File: src/rtl/hazard_unit_mc.sv
// hazard_unit_mc: forwarding selects, load-use/redirect/MDU hazard control and perf counters.
// Ports: cpu_clk/cpu_rst clock and async reset; id_rR/id_rR_use ID read ports;
// {ex,mem,wb}_{wR,we}, {ex,mem}_wsel producer info; ex_is_mdu, ex_npc_op, ex_br_taken EX status;
// perf_clr counter clear; fwd per-port selects; *_stop holds; *_flush bubbles; jump redirect kind;
// mdu_busy MDU stall; stall_cnt/flush_cnt saturating counters.
module hazard_unit_mc #(
  parameter int RP      = 2,
  parameter int AW      = 5,
  parameter int MDU_LAT = 4,
  parameter int CW      = 32
) (
  input  logic             cpu_clk,
  input  logic             cpu_rst,
  input  logic [RP*AW-1:0] id_rR,
  input  logic [RP-1:0]    id_rR_use,
  input  logic [AW-1:0]    ex_wR,
  input  logic [AW-1:0]    mem_wR,
  input  logic [AW-1:0]    wb_wR,
  input  logic             ex_we,
  input  logic             mem_we,
  input  logic             wb_we,
  input  logic [1:0]       ex_wsel,
  input  logic [1:0]       mem_wsel,
  input  logic             ex_is_mdu,
  input  logic [1:0]       ex_npc_op,
  input  logic             ex_br_taken,
  input  logic             perf_clr,
  output logic [RP*3-1:0]  fwd,
  output logic             pc_stop,
  output logic             if_id_stop,
  output logic             id_ex_stop,
  output logic             if_id_flush,
  output logic             id_ex_flush,
  output logic             ex_mem_flush,
  output logic [1:0]       jump,
  output logic             mdu_busy,
  output logic [CW-1:0]    stall_cnt,
  output logic [CW-1:0]    flush_cnt
);
  localparam int NW = $clog2(MDU_LAT);
  typedef enum logic {IDLE, BUSY} state_t;
  state_t          state, state_nx;
  logic [NW-1:0]   cnt, cnt_nx;
  logic            busy;
  logic [RP-1:0]   lu;
  logic            load_use;
  for (genvar g = 0; g < RP; g++) begin : g_port
    logic [AW-1:0] r;
    logic          ex_hit, mem_hit, wb_hit;
    assign r       = id_rR[g*AW +: AW];
    assign ex_hit  = ex_we  && ex_wR  != '0 && ex_wR  == r;
    assign mem_hit = mem_we && mem_wR != '0 && mem_wR == r;
    assign wb_hit  = wb_we  && wb_wR  != '0 && wb_wR  == r;
    assign lu[g]   = id_rR_use[g] && ex_hit && ex_wsel == 2'd3;
    assign fwd[g*3 +: 3] = (cpu_rst || !id_rR_use[g]) ? 3'd0 :
                           ex_hit  ? (ex_wsel  == 2'd3 ? 3'd4 : 3'd1) :
                           mem_hit ? (mem_wsel == 2'd3 ? 3'd4 : 3'd2) :
                           wb_hit  ? 3'd3 : 3'd0;
  end
  assign load_use = |lu;
  always_ff @(posedge cpu_clk or posedge cpu_rst) begin
    if (cpu_rst) begin
      state <= IDLE;
      cnt   <= '0;
    end else begin
      state <= state_nx;
      cnt   <= cnt_nx;
    end
  end
  // The IDLE cycle that accepts the op already stalls, so BUSY counts down MDU_LAT-2 more
  // stall cycles and then spends one unstalled release cycle while the op leaves EX.
  always_comb begin
    state_nx = state;
    cnt_nx   = cnt;
    busy     = 1'b0;
    if (state == IDLE) begin
      if (ex_is_mdu) begin
        busy     = 1'b1;
        cnt_nx   = NW'(MDU_LAT - 2);
        state_nx = BUSY;
      end
    end else if (cnt != '0) begin
      busy   = 1'b1;
      cnt_nx = cnt - 1'b1;
    end else begin
      state_nx = IDLE;
    end
  end
  assign mdu_busy = busy && !cpu_rst;
  always_comb begin
    pc_stop      = 1'b0;
    if_id_stop   = 1'b0;
    id_ex_stop   = 1'b0;
    if_id_flush  = 1'b0;
    id_ex_flush  = 1'b0;
    ex_mem_flush = 1'b0;
    jump         = 2'd0;
    if (cpu_rst) begin
    end else if (mdu_busy) begin
      pc_stop      = 1'b1;
      if_id_stop   = 1'b1;
      id_ex_stop   = 1'b1;
      ex_mem_flush = 1'b1;
    end else if (load_use) begin
      pc_stop     = 1'b1;
      if_id_stop  = 1'b1;
      id_ex_flush = 1'b1;
    end else if (ex_npc_op == 2'd1 || ex_npc_op == 2'd2 || ex_br_taken) begin
      if_id_flush = 1'b1;
      id_ex_flush = 1'b1;
      jump        = ex_npc_op == 2'd1 ? 2'd2 : 2'd1;
    end
  end
  always_ff @(posedge cpu_clk or posedge cpu_rst) begin
    if (cpu_rst) begin
      stall_cnt <= '0;
      flush_cnt <= '0;
    end else if (perf_clr) begin
      stall_cnt <= '0;
      flush_cnt <= '0;
    end else begin
      if (pc_stop && !(&stall_cnt)) stall_cnt <= stall_cnt + 1'b1;
      if (jump != 2'd0 && !(&flush_cnt)) flush_cnt <= flush_cnt + 1'b1;
    end
  end
endmodule
File: config.mk
export PLATFORM = sky130hd
export DESIGN_NAME = hazard_unit_mc
export DESIGN_NICKNAME = d
export VERILOG_FILES = /design/src/rtl/hazard_unit_mc.sv
export SDC_FILE = /design/constraint.sdc
export NUM_CORES = 1
export LEC_CHECK = 0
export CAP_MARGIN = 20
export CORE_ASPECT_RATIO = 0.8
export CORE_MARGIN = 1.5
export CORE_UTILIZATION = 52
export CTS_CLUSTER_SIZE = 24
export DETAILED_ROUTE_END_ITERATION = 6
export GPL_TIMING_DRIVEN = 0
export PLACE_DENSITY_LB_ADDON = 0.3
export SYNTH_ARGS = -nofsm -noshare
export SYNTH_HDL_FRONTEND = slang
export SYNTH_SLANG_ARGS = --single-unit
File: constraint.sdc
create_clock -name cpu_clk -period 5.9 [get_ports cpu_clk]
set_clock_uncertainty 0.05 [all_clocks]
set_input_delay 1.18 -clock cpu_clk [delete_from_list [all_inputs] [get_ports cpu_clk]]
set_output_delay 1.18 -clock cpu_clk [all_outputs]
set_load 0.02 [all_outputs]
## Yosys cells after proc, flatten, opt, wreduce, memory -nomap -nowiden

Cells that the tools add are included.

| word-level totals | value |
|---|---|
| register bits after elaboration | 67 |
| input port bits | 41 |

| cells by class | value |
|---|---|
| add/subtract/negate cells | 3 |
| muxes and demuxes | 37 |
| equal/unequal tests | 11 |
| reduce and logical (&&, ||, !) cells | 37 |

Operators with widths:

| kind | count |
|---|---|
| 32-bit 2-to-1 mux | 4 |
| 32-bit by 1-bit adder with 32-bit output (second input constant) | 2 |
| 32-bit AND reduction | 2 |
| 5-bit == test | 6 |
| 3-bit 2-to-1 mux | 8 |
| 2-bit 2-to-1 mux | 10 |
| 1-bit logical AND | 16 |
| 1-bit 2-to-1 mux | 15 |
| 5-bit nonzero test | 3 |
| 2-bit nonzero test | 5 |
| 2-bit == test (second input constant) | 3 |
| 1-bit logical NOT | 5 |
| 1-bit logical OR | 4 |
| 2-bit by 1-bit == test with 1-bit output (second input constant) | 1 |
| 2-bit by 1-bit != test with 1-bit output (second input constant) | 1 |
| 2-bit AND reduction | 1 |
| 2-bit OR reduction | 1 |
| 2-bit by 1-bit subtractor with 2-bit output (second input constant) | 1 |

## Longest topological paths before layout

Gate-level depths: netlist of the first run.

| logic depth | value |
|---|---|
| depth after elaboration | 13 |
| mapped depth | 11 |

## Worst setup path before layout of the first run

No wires, ideal clock.

| path | value |
|---|---|
| kind | in2out |
| start point | input port cpu_rst |
| end point | output port fwd[4] |
| path buffers | 0 |
| slack | 1.237 ns |
| required time | 4.670 ns |
| arrival time | 3.433 ns |
| cell stages on the path | 3 |
| path through | inv_1 > nand2_1 > nor3_1 |

| on the way | value |
|---|---|
| longest elaborated chain between the ends | 2 |

Ends and longest elaborated chain:

| element | line | text |
|---|---|---|
| start: declaration | 13 | `input logic cpu_rst,` |
| 1-bit logical OR | 55 | `assign fwd[g*3 +: 3] = (cpu_rst \|\| !id_rR_use[g]) ? 3'd0 :` |
| 3-bit 2-to-1 mux | 55 |  |
| end: declaration | 28 | `output logic [RP*3-1:0] fwd,` |

No other way between the ends.

## Worst setup path after layout of the first run

| path | value |
|---|---|
| start point | input port id_rR[3] |
| end point | output port pc_stop |

| on the way | value |
|---|---|
| longest elaborated chain between the ends | 8 |

Ends and longest elaborated chain:

| element | line | text |
|---|---|---|
| start: declaration | 14 | `input logic [RP*AW-1:0] id_rR,` |
| 5-bit == test | 51 | `assign ex_hit = ex_we && ex_wR != '0 && ex_wR == r;` |
| 1-bit logical AND | 51 |  |
| 1-bit logical AND (2 in series) | 54 | `assign lu[g] = id_rR_use[g] && ex_hit && ex_wsel == 2'd3;` |
| 2-bit OR reduction | 60 | `assign load_use = \|lu;` |
| 1-bit 2-to-1 mux | 104 | `end else if (load_use) begin` |
| 1-bit 2-to-1 mux | 99 | `end else if (mdu_busy) begin` |
| 1-bit 2-to-1 mux | 98 | `if (cpu_rst) begin` |
| end: declaration | 29 | `output logic pc_stop,` |

No other way between the ends.

==> key figures, run 1 <==
Power
  – Psw: 0.366 mW
  – Lkg Pwr: 2.16 nW
  – Power after layout: 1.13 mW
  – VDD IR max: 0.000205 V
  – Sequential power share: 43.7%
  – Int Power: 0.763 mW
  – Comb power frac: 27.4%
  – Power Dens Cells: 197 nW/um^2
  – Clock network fraction of total power: 28.9%
  – Sw frac: 32.4%

Place
  – Placed inst area: 5590 um^2
  – PortBufs: 119
  – Routability cong.: 0.889
  – DP Wirelength: 8950 um

GRT
  – First-pass GRT wire length: 20100 um
  – Initial antenna violation count: 0
  – Vias in the first global route: 4127
  – Pin count of the biggest net entering global routing: 72
  – GRT Total Usage: 28.1%
  – Grt total ovfl: 0

Synthesis
  – Sequential share of the synthesized area: 39.4%
  – Post-Synthesis Cells: 482
  – Ys async rst share: 100%
  – Mapped Nets: 528
  – Mapped cell area: 4260 um^2
  – Most numerous cell in the Yosys netlist: dfrtp_1
  – Top_reg_cell synth: dfrtp_1
  – Post-Syn Area per Cell: 8.83 um^2
  – Distinct cells, synth: 47
  – Post-synth top cells: 67 x dfrtp_1, 54 x nor2_1, 31 x a21oi_1, 31 x xnor2_1, 31 x xor2_1
  – Top cells by area, synth: dfrtp_1 39%, xnor2_1 6.4%, xor2_1 6.4%, nor2_1 4.8%, a21oi_1 3.6%
  – Post-synth top area cell: dfrtp_1
  – Syn. warnings: 0
  – Area fraction of the dominant cell type after synthesis: 39.4%
  – Post-synth EDFFs: 0
  – Yosys reg bits: 67

Clock tree
  – Deepest clock path buffer count: 2
  – # resized after CTS: 0
  – Worst-Skew Late Latency: 0.35 ns
  – Hold buffer count at cts: 0
  – Clk sinks: 67
  – Num CTS Buffers: 9
  – H-Tree Depth: 3
  – Post-CTS Setup Inserts: 0
  – Clock transition at path regs: 0.07 ns
  – Root Buffer: clkbuf_8
  – CTS tree: yes

Worst hold path
  – Hold crit path type: flip-flop to flip-flop

Timing
  – Fmax: 0.178 GHz
  – RSZ-0062 raised after global routing: no
  – Max-slew violations: 0
  – Worst Tran Pin Value: 0.866 ns
  – Fin crit share: 95.4%
  – Slew Limit Headroom: 42.2%
  – Final setup vio count: 0
  – Minimum clock period: 5.63 ns
  – Final Hold Fails: 0
  – Hold slack: 0.442 ns
  – Fin Setup TNS: 0 ns

Detailed routing
  – Post-route DRC violation count: 0
  – Via count: 4305
  – 1st-pass router iterations: 5
  – WL/cell: 16.7 um
  – Final wirelength: 12100 um
  – DRT antenna net count: 0
  – DRT iter0 DRCs: 294
  – Vias/cell: 5.96

Setup path
  – Crit path max-delay family: buffers and inverters
  – CP max stage cell: clkdlybuf4s50_1
  – Max incr delay on CP: 0.59 ns
  – Crit path capture type: output pin
  – Critical Path AT: 4.40 ns
  – Crit-path max FO: 10
  – Req. time, crit path: 4.67 ns
  – Cells along the critical path: clkdlybuf4s50_1, xor2_1, nor3_1, nand4_1, a211oi_4, buf_2, buf_2, nor2_1, nor2_1, buf_4, clkdlybuf4s50_1
  – WS Path Type: primary input to output pin
  – Worst setup SP type: primary input
  – Buf/Inv on CP: 5

Floorplan
  – Die ar.: 8740 um^2
  – Starting density of the core: 53.6%
  – Chip width: 104 um
  – Core Rows: 29
  – I/O pin count: 120
  – Die H: 83.9 um
  – Core Region: 7950 um^2

Cells and area
  – Final Instance Area: 5740 um^2
  – Share of layout cells above drive strength 1: 6.84%
  – Fin util: 72.2%
  – Ant. Diodes: 0
  – Synth-to-layout area growth: 34.9%
  – Layout Nets: 658
  – # fillers: 594

Run
  – Maxcap violations: 0

Outcome
  – Status: complete, no violations
[sequential cells by signal, summed over array words and instances, names as in the netlist]
name       cells
stall_cnt     32
state          1
flush_cnt     32
cnt            2
[metal layers]
metal	up-vias	GRT usage [%]	share of wire, %
met5	-	0	0
met4	0	8.21	1.9
met3	31	7.18	6.2
met2	176	44.2	47
met1	2097	38.5	45
li1	2001	-	-
[path summary, 6_finish.rpt]
kind	from	to	slack [ns]	cells after the start
min in group asynchronous	cpu_rst	flush_cnt[10]$_DFFE_PP0P_	1.53	2
max reg2reg	cnt[0]$_DFFE_PP0P_	flush_cnt[31]$_DFFE_PP0P_	2.98	10
min reg2reg	cnt[0]$_DFFE_PP0P_	cnt[0]$_DFFE_PP0P_	0.44	1
min	cnt[0]$_DFFE_PP0P_	cnt[0]$_DFFE_PP0P_	0.44	1
max	id_rR[3]	pc_stop	0.27	11
max in group asynchronous	cpu_rst	flush_cnt[21]$_DFFE_PP0P_	3.70	2
[cell families after synthesis]
group / synth area share [%]
buf+inv: 3.97
flops: 39.4
mux: 2.26
simple gates: 28.5
xor+xnor: 12.8
fa+ha+maj: 1.47
compound gates: 11.6
[metrics by stage]
step           setup WS, ns  cells
2_1_floorplan          1.24    482
3_3_place_gp         -0.438    709
3_5_place_dp          0.341    709
4_1_cts               0.322    722
5_1_grt              0.0702    722
6_report              0.273    722
[power groups by stage]
stage / Combinational, mW / Clock, mW / Sequential [mW]
final: 0.310 / 0.326 / 0.493
after global routing: 0.339 / 0.344 / 0.496
after CTS: 0.309 / 0.326 / 0.493
after detailed placement: 0.308 / 0 / 0.501
after global placement: 0.299 / 0 / 0.500
after floorplan: 0.172 / 0 / 0.506
[area by class of cell]
type / count / area, um^2 / share of cell area (%)
inverter: 17 / 66.3 / 1.16
clock inverter: 3 / 17.5 / 0.305
clock buffer: 10 / 138 / 2.40
tap: 108 / 135 / 2.35
sequential: 67 / 1680 / 29.2
timing repair buffer: 119 / 1190 / 20.7
buffer: 22 / 105 / 1.83
multi-input combinational: 376 / 2410 / 42.0
[layout by cell type (no fill, tap or decap), types with 13 or more instances in the layout]
master           count
o21ai_0             13
inv_1               16
a21oi_1             31
xnor2_1             31
or4_1               17
nand3_1             22
xor2_1              31
dfrtp_1             67
nand2_1             30
nand4_1             17
nor4_1              18
nor2_1              54
clkdlybuf4s50_1    119
[worst reg2reg max path, stage by stage, from the launching register on]
cell and delay (ns):
dfrtp_1 0.40, inv_1 0.07, ha_1 0.13, nand2b_1 0.13
o21ai_1 0.25, nor2_1 0.40, nand3_1 0.21, buf_4 0.23
nor4_1 0.56, a21oi_1 0.16, a31o_2 0.23
(Power assumes the default switching activity.)
==> run 2: changes to the inputs <==
CORE_UTILIZATION = 40   (was 52)
==> key figures, run 2 (same netlist as run 1, synthesis figures left out) <==
Floorplan
  – Chip width: 118 um (+14%)
  – Starting density of the core: 41.4% (-12 points)
  – Die ar.: 11300 um^2 (+29%)
  – Core Rows: 33 (+14%)
  – Core Region: 10300 um^2 (+29%)
  – Die H: 95.3 um (+14%)
  – I/O pin count: 120 (unchanged)

Timing
  – Final Hold Fails: 0 (unchanged)
  – Max-slew violations: 0 (unchanged)
  – Worst Tran Pin Value: 0.874 ns (+0.00784 ns)
  – Slew Limit Headroom: 41.7% (-0.52 points)
  – RSZ-0062 raised after global routing: no
  – Fmax: 0.180 GHz (+1.5%)
  – Final setup vio count: 0 (unchanged)
  – Fin crit share: 94.0% (-1.4 points)
  – Final worst slack: 0.356 ns (+0.0828 ns)
  – Minimum clock period: 5.54 ns (-0.0828 ns)

GRT
  – Vias in the first global route: 3958 (-4.1%)
  – GRT Total Usage: 21.9% (-6.3 points)
  – Pin count of the biggest net entering global routing: 72 (unchanged)
  – Initial antenna violation count: 0 (unchanged)
  – Grt total ovfl: 0 (unchanged)
  – First-pass GRT wire length: 19800 um (-1.1%)

Clock tree
  – # resized after CTS: 0 (unchanged)
  – Post-CTS Setup Inserts: 0 (unchanged)
  – Hold buffer count at cts: 0 (unchanged)
  – Worst-Skew Late Latency: 0.33 ns (-0.02 ns)
  – Num CTS Buffers: 9 (unchanged)
  – Root Buffer: clkbuf_16
  – CTS tree: yes
  – Clk sinks: 67 (unchanged)
  – Deepest clock path buffer count: 2 (unchanged)
  – H-Tree Depth: 3 (unchanged)
  – Clock transition at path regs: 0.05 ns (-0.02 ns)

Detailed routing
  – Vias/cell: 5.56 (-6.8%)
  – Via count: 4206 (-2.3%)
  – DRT antenna net count: 0 (unchanged)
  – 1st-pass router iterations: 4 (-1)
  – WL/cell: 16.4 um (-2.2%)
  – Final wirelength: 12400 um (+2.6%)
  – Post-route DRC violation count: 0 (unchanged)
  – DRT iter0 DRCs: 292 (-0.68%)

Power
  – VDD IR max: 0.000229 V (+12%)
  – Lkg Pwr: 2.22 nW (+2.8%)
  – Power Dens Cells: 226 nW/um^2 (+15%)

Cells and area
  – Share of layout cells above drive strength 1: 6.65% (-0.20 points)
  – Ant. Diodes: 0 (unchanged)
  – Synth-to-layout area growth: 38.9%
  – Fin util: 57.5% (-15 points)
  – Most frequent cells in the layout: 119 x clkdlybuf4s50_1, 67 x dfrtp_1, 54 x nor2_1
  – Most common cell after layout, fill and taps aside: clkdlybuf4s50_1
  – # fillers: 890 (+50%)
  – Layout Nets: 658 (unchanged)
  – Largest regs: flush_cnt: 32 flops, stall_cnt: 32 flops, cnt: 2 flops

Setup path
  – R2R setup slack: 2.97 ns (about the same)
  – Depth of the most critical reg-to-reg path: 10 (unchanged)
  – Req. time, crit path: 4.67 ns (about the same)
  – FF-to-FF End: flush_cnt[31]$_DFFE_PP0P_
  – Worst setup SP type: primary input
  – Crit-path max FO: 10 (unchanged)
  – WS Path Type: primary input to output pin
  – Critical Path AT: 4.31 ns (-0.09 ns)
  – Crit path capture type: output pin
  – Crit Reg-Reg Startpoint: cnt[0]$_DFFE_PP0P_

Run
  – Maxcap violations: 0 (unchanged)

Worst hold path
  – Sink of the worst hold path: cnt[0]$_DFFE_PP0P_
  – Hold-critical path depth: 1 (unchanged)
  – Hold crit path type: flip-flop to flip-flop
  – Hold_sp: cnt[0]$_DFFE_PP0P_

Place
  – Setup WS pre-CTS: 0.351 ns (+0.00943 ns)
  – DP Wirelength: 9150 um (+2.2%)
  – PortBufs: 119 (unchanged)
  – Routability cong.: 0.852 (-4.1%)

Outcome
  – Status: complete, no violations
[run 2: how the worst max path moves through the flow]
stage,startpoint,endpoint,cells past startpoint
4_1_cts,id_rR[3],pc_stop,11
3_5_place_dp,id_rR[0],pc_stop,11
3_3_place_gp,cpu_rst,id_ex_flush,5
6_report,id_rR[0],pc_stop,11
5_1_grt,ex_wR[0],pc_stop,11
2_1_floorplan,cpu_rst,fwd[4],3
[run 2: metal layers]
layer / track usage, % / vias to the layer above / share of wire, %
li1: - / 2019 / -
met1: 30.5 / 2054 / 47
met2: 34.8 / 121 / 46
met3: 4.61 / 12 / 5.5
met4: 6.00 / 0 / 1.1
met5: 0 / - / 0
[run 2: critical path, stage by stage]
cell and delay (ns):
clkdlybuf4s50_1 0.51, xor2_1 0.19, nor3_1 0.24, nand4_1 0.22
a211oi_4 0.49, buf_2 0.29, buf_2 0.26, nor2_1 0.08
nor2_1 0.13, buf_4 0.12, clkdlybuf4s50_1 0.58
[run 2: area by class of cell]
cell class	count	area (um^2)	area share, %
Clock inverter	2	35.0	0.592
Tap cell	140	175	2.96
Multi-Input combinational cell	376	2410	40.8
Sequential cell	67	1680	28.3
Timing Repair Buffer	119	1190	20.1
Buffer	22	105	1.78
Clock buffer	14	254	4.29
Inverter	17	66.3	1.12
[run 2: report_power, final]
part / leakage [nW] / internal, mW / total, mW / switching [mW]
clock: 0.141 / 0.339 / 0.532 / 0.194
combinational: 1.15 / 0.132 / 0.311 / 0.179
sequential: 0.927 / 0.478 / 0.494 / 0.0167
total: 2.22 / 0.948 / 1.34 / 0.390
[run 2: through the flow]
stage	setup TNS (ns)	hold WS, ns	power, mW	area, um^2	cells
3_3_place_gp	-3.12	0.409	0.803	5620	741
4_1_cts	0	0.428	1.35	5910	757
6_report	0	0.429	1.34	5910	757
2_1_floorplan	0	0.401	0.677	4260	482
5_1_grt	0	0.440	1.39	5910	757
3_5_place_dp	0	0.421	0.811	5630	741
==> run 3: changes to the inputs <==
CAP_MARGIN = 5   (was 20)
==> results of run 3 <==
No change in the layout: final DEF, timing and power equal those of run 2.
